### src/rtl/ex_operand_stage.sv
// Purpose : ID/EX pipeline register plus operand select; MEM/WB forwarding feeds the execute-stage ALU.
// Latency : one cycle from an ID accept to the operands appearing at the ALU; forwarding is combinational.
// Backpr. : idReady drops while EX is held (!exReady) or on a load-use hazard; the hazard inserts one bubble.
//
// Ports
//   clk, rst                   rising-edge clock, asynchronous active-high reset
//   idValid / idReady          decode handshake
//   idPc .. idMemRead          decoded instruction fields, latched on accept
//   flush                      kill the instruction held in EX (the incoming one is dropped too)
//   memFwd*, wbFwd*            results in flight in MEM and WB (MEM has priority)
//   exReady / exValid          downstream handshake
//   aluIn1, aluIn2, aluControl ALU operands and op code, zeroed when EX is empty
//   exRdAddr, exRegWrite, exMemRead, exStoreData   side-band results for later stages
module ex_operand_stage #(
    parameter int XLEN       = 32,
    parameter int REG_ADDR_W = 5,
    parameter int FWD_ENABLE = 1
) (
    input  logic                  clk,
    input  logic                  rst,
    input  logic                  idValid,
    output logic                  idReady,
    input  logic [XLEN-1:0]       idPc,
    input  logic [XLEN-1:0]       idRs1Data,
    input  logic [XLEN-1:0]       idRs2Data,
    input  logic [XLEN-1:0]       idImm,
    input  logic [REG_ADDR_W-1:0] idRs1Addr,
    input  logic [REG_ADDR_W-1:0] idRs2Addr,
    input  logic [REG_ADDR_W-1:0] idRdAddr,
    input  logic [3:0]            idAluControl,
    input  logic                  idUsePc,
    input  logic                  idUseImm,
    input  logic                  idRegWrite,
    input  logic                  idMemRead,
    input  logic                  flush,
    input  logic                  memFwdWe,
    input  logic [REG_ADDR_W-1:0] memFwdRd,
    input  logic [XLEN-1:0]       memFwdData,
    input  logic                  wbFwdWe,
    input  logic [REG_ADDR_W-1:0] wbFwdRd,
    input  logic [XLEN-1:0]       wbFwdData,
    input  logic                  exReady,
    output logic                  exValid,
    output logic [XLEN-1:0]       aluIn1,
    output logic [XLEN-1:0]       aluIn2,
    output logic [3:0]            aluControl,
    output logic [REG_ADDR_W-1:0] exRdAddr,
    output logic                  exRegWrite,
    output logic                  exMemRead,
    output logic [XLEN-1:0]       exStoreData
);

    // Latched instruction state
    logic                  valid_q,   valid_d;
    logic [XLEN-1:0]       pc_q,      pc_d;
    logic [XLEN-1:0]       rs1_q,     rs1_d;
    logic [XLEN-1:0]       rs2_q,     rs2_d;
    logic [XLEN-1:0]       imm_q,     imm_d;
    logic [REG_ADDR_W-1:0] rs1a_q,    rs1a_d;
    logic [REG_ADDR_W-1:0] rs2a_q,    rs2a_d;
    logic [REG_ADDR_W-1:0] rd_q,      rd_d;
    logic [3:0]            ctl_q,     ctl_d;
    logic                  use_pc_q,  use_pc_d;
    logic                  use_imm_q, use_imm_d;
    logic                  rw_q,      rw_d;
    logic                  mr_q,      mr_d;

    logic                  hazard;
    logic                  accept;
    logic [XLEN-1:0]       fwd_rs1;
    logic [XLEN-1:0]       fwd_rs2;

    // x0 is never forwarded; MEM is younger than WB so it wins.
    function automatic logic [XLEN-1:0] fwd_sel(
        input logic [REG_ADDR_W-1:0] addr,
        input logic [XLEN-1:0]       raw,
        input logic                  m_we,
        input logic [REG_ADDR_W-1:0] m_rd,
        input logic [XLEN-1:0]       m_dat,
        input logic                  w_we,
        input logic [REG_ADDR_W-1:0] w_rd,
        input logic [XLEN-1:0]       w_dat
    );
        logic [XLEN-1:0] r;
        r = raw;
        if (addr != '0) begin
            if (m_we && (m_rd == addr)) begin
                r = m_dat;
            end else if (w_we && (w_rd == addr)) begin
                r = w_dat;
            end
        end
        return r;
    endfunction

    always_comb begin
        fwd_rs1 = rs1_q;
        fwd_rs2 = rs2_q;
        if (FWD_ENABLE != 0) begin
            fwd_rs1 = fwd_sel(rs1a_q, rs1_q, memFwdWe, memFwdRd, memFwdData,
                              wbFwdWe, wbFwdRd, wbFwdData);
            fwd_rs2 = fwd_sel(rs2a_q, rs2_q, memFwdWe, memFwdRd, memFwdData,
                              wbFwdWe, wbFwdRd, wbFwdData);
        end
    end

    // A load in EX cannot forward its data yet; rs1 only counts when it is really read.
    assign hazard = valid_q && mr_q && (rd_q != '0) && idValid &&
                    (((idRs1Addr == rd_q) && !idUsePc) || (idRs2Addr == rd_q));

    assign idReady = (!valid_q || exReady) && !hazard;
    assign accept  = idValid && idReady;

    always_comb begin
        valid_d   = valid_q;
        pc_d      = pc_q;
        rs1_d     = rs1_q;
        rs2_d     = rs2_q;
        imm_d     = imm_q;
        rs1a_d    = rs1a_q;
        rs2a_d    = rs2a_q;
        rd_d      = rd_q;
        ctl_d     = ctl_q;
        use_pc_d  = use_pc_q;
        use_imm_d = use_imm_q;
        rw_d      = rw_q;
        mr_d      = mr_q;
        if (flush) begin
            valid_d = 1'b0;
        end else if (accept) begin
            valid_d   = 1'b1;
            pc_d      = idPc;
            rs1_d     = idRs1Data;
            rs2_d     = idRs2Data;
            imm_d     = idImm;
            rs1a_d    = idRs1Addr;
            rs2a_d    = idRs2Addr;
            rd_d      = idRdAddr;
            ctl_d     = idAluControl;
            use_pc_d  = idUsePc;
            use_imm_d = idUseImm;
            rw_d      = idRegWrite;
            mr_d      = idMemRead;
        end else if (exReady) begin
            // Covers both a plain drain and the load-use bubble.
            valid_d = 1'b0;
        end else if (valid_q) begin
            // Held: capture forwarded values so a WB result that is only
            // present for one cycle is not lost while we wait.
            rs1_d = fwd_rs1;
            rs2_d = fwd_rs2;
        end
    end

    always_ff @(posedge clk or posedge rst) begin
        if (rst) begin
            valid_q   <= 1'b0;
            pc_q      <= '0;
            rs1_q     <= '0;
            rs2_q     <= '0;
            imm_q     <= '0;
            rs1a_q    <= '0;
            rs2a_q    <= '0;
            rd_q      <= '0;
            ctl_q     <= '0;
            use_pc_q  <= 1'b0;
            use_imm_q <= 1'b0;
            rw_q      <= 1'b0;
            mr_q      <= 1'b0;
        end else begin
            valid_q   <= valid_d;
            pc_q      <= pc_d;
            rs1_q     <= rs1_d;
            rs2_q     <= rs2_d;
            imm_q     <= imm_d;
            rs1a_q    <= rs1a_d;
            rs2a_q    <= rs2a_d;
            rd_q      <= rd_d;
            ctl_q     <= ctl_d;
            use_pc_q  <= use_pc_d;
            use_imm_q <= use_imm_d;
            rw_q      <= rw_d;
            mr_q      <= mr_d;
        end
    end

    // Everything the ALU and later stages see is zero while EX is empty.
    assign exValid     = valid_q;
    assign aluIn1      = valid_q ? (use_pc_q  ? pc_q  : fwd_rs1) : '0;
    assign aluIn2      = valid_q ? (use_imm_q ? imm_q : fwd_rs2) : '0;
    assign exStoreData = valid_q ? fwd_rs2 : '0;
    assign aluControl  = valid_q ? ctl_q : 4'd0;
    assign exRdAddr    = valid_q ? rd_q : '0;
    assign exRegWrite  = valid_q && rw_q;
    assign exMemRead   = valid_q && mr_q;

endmodule

### config.mk
export PLATFORM = sky130hd
export DESIGN_NAME = ex_operand_stage
export DESIGN_NICKNAME = d
export VERILOG_FILES = /design/src/rtl/ex_operand_stage.sv
export SDC_FILE = /design/constraint.sdc
export NUM_CORES = 1
export LEC_CHECK = 0
export ABC_AREA = 1
export CORE_AREA = 5 5 118 232
export DETAILED_ROUTE_END_ITERATION = 7
export DIE_AREA = 0 0 123 237
export PLACE_DENSITY = 0.71
export SLEW_MARGIN = 20
export SYNTH_ARGS = -nofsm -noshare
export SYNTH_HDL_FRONTEND = slang
export SYNTH_SLANG_ARGS = --single-unit
### constraint.sdc
create_clock -name clk -period 6.49 [get_ports clk]
set_input_delay 1.947 -clock clk [delete_from_list [all_inputs] [get_ports clk]]
set_output_delay 1.947 -clock clk [all_outputs]
set_load 0.005 [all_outputs]
---- Yosys cells after proc, flatten, opt, wreduce, memory -nomap -nowiden ----
Index checks and enable logic that the tools add are counted.
cells by class
  $add $sub $neg .......................... 0
  multipliers ............................. 0
  div/mod/pow operators ................... 0
  magnitude comparators ................... 0
  equal/unequal tests ..................... 7
  shifts and indexed selects .............. 0
  muxes and demuxes ....................... 22
  bitwise operators ....................... 1
  reduce and logical (&&, ||, !) cells .... 24
operators by type and width
  kind                  count
  $mux W32              17
  $eq A5 B5 Y1          6
  $reduce_bool A5 Y1    3
  $logic_and A1 B1 Y1   12
  $mux W5               1
  $mux W4               1
  $logic_not A1 Y1      3
  $mux W1               3
  $reduce_and A3 Y1     1
  $reduce_bool A3 Y1    1
  $logic_or A1 B1 Y1    2
  $ne A2 B1 Y1 const B  1
  $reduce_and A2 Y1     1
  $reduce_bool A2 Y1    1
  $not A1 Y1            1
storage, ports and cells
  register bits ........................... 152
  bits in latches ......................... 0
  memory bits (writable) .................. 0
  ROM bits ................................ 0
  logic and storage cells ................. 67
  memories kept ........................... 0

---- Depth between registers and ports, before layout ----
  word-level depth ........................ 9
  mapped depth ............................ 14
  mapped depth without buffers ............ 12

---- Worst setup path before layout ----
Ideal clock, no wire load.
  kind .................................... input to output
  start ................................... in memFwdRd[4]
  end ..................................... out aluIn2[0]
  arrival time ............................ 3.020 ns
  data required time ...................... 4.543 ns
  setup slack ............................. 1.523 ns
  stages on the path ...................... 11
  buffers on the path ..................... 2
  cells stage by stage .................... inv_1 -> nand2_1 -> nand2_1 -> nor2_1 -> nand3_1 -> buf_2 -> clkbuf_1 -> nand2_1 -> nand2_1 -> nand2_1 -> a21oi_1
between the ends
  cells in the longest elaborated chain, start to end .. 6
RTL lines
  what                   RTL line  RTL
  start: declaration     37        input logic [REG_ADDR_W-1:0] memFwdRd,
  $eq A5 B5 Y1           87        if (m_we && (m_rd == addr)) begin
  $logic_and A1 B1 Y1    87
  $mux W32               87
  $mux W32               86        if (addr != '0) begin
  $mux W32 (2 in a row)  190       assign aluIn2 = valid_q ? (use_imm_q ? imm_q : fwd_rs2) : '0;
  end: declaration       45        output logic [XLEN-1:0] aluIn2,
No other way between the ends.

---- Final worst setup path ----
  start ................................... in memFwdRd[3]
  end ..................................... out aluIn2[15]
The elaborated chain is that of the path after synthesis.

==> qor.txt <==
largest net degree at the start of global routing -> 91
CP max stage delay -> 0.54 ns
endpoints failing setup -> 0
fmax -> 0.159 GHz
CTS tree -> yes
Final period util -> 96.8%
CP dominant cell by count -> nand2_1
final hold violations -> 0
Clock power frac -> 29.3%
hold path endpoint -> imm_q[28]
NetSw -> 1.28 mW
Top FF cell, synth -> dfrtp_1
routed vias -> 12300
Worst R2R Setup Slack -> 3.03 ns
H-tree Lvls -> 4
Synth warnings -> 0
Top Family by Delay on Critical Path -> buffers and inverters
Final nets -> 2340
Final Skew -> 0.00886 ns
chip height -> 237 µm
max-slew violations -> 0
first-pass GRT wire length -> 66.0 mm
Mapped Area -> 10700 µm²
post-synth top area share -> 35.4%
register area -> 3800 µm²
Iter 0 DRT Violations -> 1180
total gr overflow -> 0
Area Growth Syn to Fin -> 39.6%
Cell variety after synth -> 21
final core utilization -> 58.9%
outcome -> finished, final reports clean
FILL cells -> 2582
Rows -> 83
drt total wl -> 42.6 mm
clk root buf -> clkbuf_16
Worst EP required -> 4.54 ns
Post-synth EDFFs -> 0
# resized after CTS -> 0
drt drc -> 0
via count of the first global-routing pass -> 12000
CP Cell Sequence -> clkdlybuf4s50_1 > inv_1 > nand2_1 > nand2_1 > nor2_1 > nand3_2 > buf_12 > nor2_1 > nor2_1 > nand2_1 > nand2_1 > a21oi_1 > clkdlybuf4s50_1
Comb power frac -> 35.4%
R2R cell count -> 12
I/O Pins -> 341
slowest CP cell -> clkdlybuf4s50_1
top cells by count, synth -> nand2_1 (839), nand3_1 (204), nor2_1 (187)
Slew headroom -> 40.0%
post-synthesis sequential area ratio -> 35.4%
CTS hold repair buffers -> 0
drt via density -> 5.01
hold depth -> 2
Critical Path Fanout Max -> 55
Setup TNS -> 0 ns
Worst VDD drop -> 0.277 mV
Internal -> 2.25 mW
layout cell share with drive strength beyond 1 -> 3.82%
Hold Path Class -> reg2reg
Period minus WS final -> 6.28 ns
syn nets -> 2069
max-cap viol count -> 0
Post-CTS Setup Inserts -> 0
First-pass DRT Iterations -> 5
WL per Instance -> 17.3 µm
Critical Path AT -> 4.33 ns
Worst Setup Path Type -> in2out
Syn Area/Cell -> 5.85 µm²
clock sink total -> 152
Core Region -> 25400 µm²
CP Launch Type -> input pin
worst reg2reg path endpoint -> rs2_q[26]
die area -> 29200 µm²
worst path bufs/invs -> 4
PortBufs -> 340
switching share of power -> 36.2%
#FFs+latches synth -> 152
clock latency on the worst-skew pair -> 0.45 ns
CTS max path bufs -> 2
RSZ-0062 raised after global routing -> false
GRT Overall Usage -> 29.3%
Starting Density -> 42.2%
die width -> 123 µm
PwrDens -> 235 nW/µm²
Flop pwr share -> 35.3%
Antenna Nets Post-Route -> 0
multi-input combinational cell area -> 5780 µm²
Worst-Margin Slew -> 0.900 ns
clock slew at reported path FFs -> 0.07 ns
RR Startpoint -> exValid
Detail Placement HPWL -> 30.7 mm
Cells after Synth -> 1837
Yosys top cell by area -> dfrtp_1
post-synthesis async set-or-reset flop share -> 100%
Worst setup EP type -> primary output
count leader, synth -> nand2_1
initial antenna violation count -> 1
Worst Min Path Start -> imm_q[28]
Num CTS Buffers -> 17
leakage power -> 8.03 nW
RePlAce Congestion -> 0.937
Synth area leaders -> dfrtp_1 (35%), nand2_1 (29%), nand3_1 (9.5%)
## cells by family (layout without fill, tap and decap cells)
logic type	count (synthesis)	in the layout	share of synthesized area, %
XOR/XNOR	1	1	0.0815
buffers and inverters	297	581	11.4
AND/OR/NAND/NOR	1238	1238	46.2
flip-flops	152	152	35.4
other	0	1	0
AO/OA/AOI/OAI	149	149	6.96
## how the worst max path moves through the flow
stage	from	end	slack, ns	cells after the start
3_5_place_dp	memFwdRd[4]	aluIn2[23]	0.19	13
5_1_grt	memFwdRd[0]	aluIn1[6]	0.01	13
2_1_floorplan	rst	ctl_q[0]	0.45	1
3_3_place_gp	memFwdRd[4]	aluIn2[23]	0.19	13
4_1_cts	memFwdRd[3]	aluIn2[23]	0.17	13
6_report	memFwdRd[3]	aluIn2[15]	0.21	13
## worst register-to-register path, stage by stage, from the launching register on
cell and delay [ns]:
dfrtp_2 0.84, buf_4 0.52, nand2_1 0.13, inv_1 0.09, nand3_1 0.07, inv_1 0.12, nand2_1 0.16, nand4_4 0.25
nand2_2 0.10, inv_2 0.38, buf_4 0.49, nand2_1 0.15, nand2_1 0.10
## power by group through the flow
| stage | sequential, mW | combinational (mW) | clock [mW] |
|---|---|---|---|
| 2_1_floorplan | 1.22 | 0.732 | 0 |
| 3_3_place_gp | 1.25 | 1.24 | 0 |
| 3_5_place_dp | 1.25 | 1.25 | 0 |
| 4_1_cts | 1.24 | 1.25 | 1.05 |
| 5_1_grt | 1.26 | 1.41 | 1.08 |
| 6_report | 1.24 | 1.25 | 1.03 |
## routing by layer
metal | GRT usage [%] | up-vias | share of wire, %
met1 | 36.1 | 5624 | 39
met3 | 7.48 | 55 | 8.8
met4 | 9.38 | 0 | 2.8
li1 | - | 6162 | -
met2 | 49.5 | 498 | 49
met5 | 0 | - | 0
## through the flow
stage | worst slack (ns) | area [µm²] | total power, mW | cells | hold slack, ns
2_1_floorplan | 0.450 | 10700 | 1.95 | 1837 | 0.444
5_1_grt | 0.0135 | 15000 | 3.76 | 2461 | 0.491
4_1_cts | 0.174 | 15000 | 3.54 | 2461 | 0.478
3_5_place_dp | 0.194 | 14400 | 2.50 | 2429 | 0.460
6_report | 0.208 | 15000 | 3.52 | 2462 | 0.476
3_3_place_gp | 0.186 | 14400 | 2.49 | 2429 | 0.456
## cells in the final DEF, fill, tap and decap left out
cell | Yosys | routed
xnor2_1 | 1 | 1
o21ai_0 | 82 | 82
inv_6 | 0 | 6
nor3_4 | 0 | 2
nand4_4 | 1 | 1
inv_2 | 8 | 9
nand4_1 | 1 | 1
inv_1 | 175 | 172
clkinv_2 | 0 | 1
nand3_1 | 204 | 202
clkinvlp_4 | 0 | 3
buf_12 | 0 | 8
dfrtp_2 | 0 | 1
clkdlybuf4s50_1 | 0 | 339
nor2_2 | 0 | 2
dfrtp_1 | 152 | 151
nand2_2 | 1 | 1
inv_8 | 0 | 4
a21boi_4 | 0 | 1
clkbuf_16 | 0 | 17
nor4_4 | 0 | 2
nand3_2 | 1 | 2
buf_4 | 13 | 17
diode_2 | 0 | 1
a21oi_1 | 66 | 66
nand2_1 | 839 | 839
bufinv_16 | 0 | 2
nor2_1 | 187 | 185
clkinv_1 | 1 | 2
nand3_4 | 0 | 1
buf_2 | 49 | 1
## final cells by class
cell class / instances / area share (%)
Timing Repair Buffer: 365 / 24.6
Sequential cell: 152 / 25.4
Multi-Input combinational cell: 1388 / 38.6
Antenna cell: 1 / 0.0167
Inverter: 184 / 4.64
Clock inverter: 15 / 1.18
Clock buffer: 17 / 2.84
Tap cell: 340 / 2.84
## flip-flops by register name, summed over array words and instances (netlist names)
name       count
ctl_q          4
exValid        1
imm_q         32
mr_q           1
pc_q          32
rd_q           5
rs1_q         32
rs1a_q         5
rs2_q         32
rs2a_q         5
rw_q           1
use_imm_q      1
use_pc_q       1
Note: power is estimated with default switching activity, not from simulation.
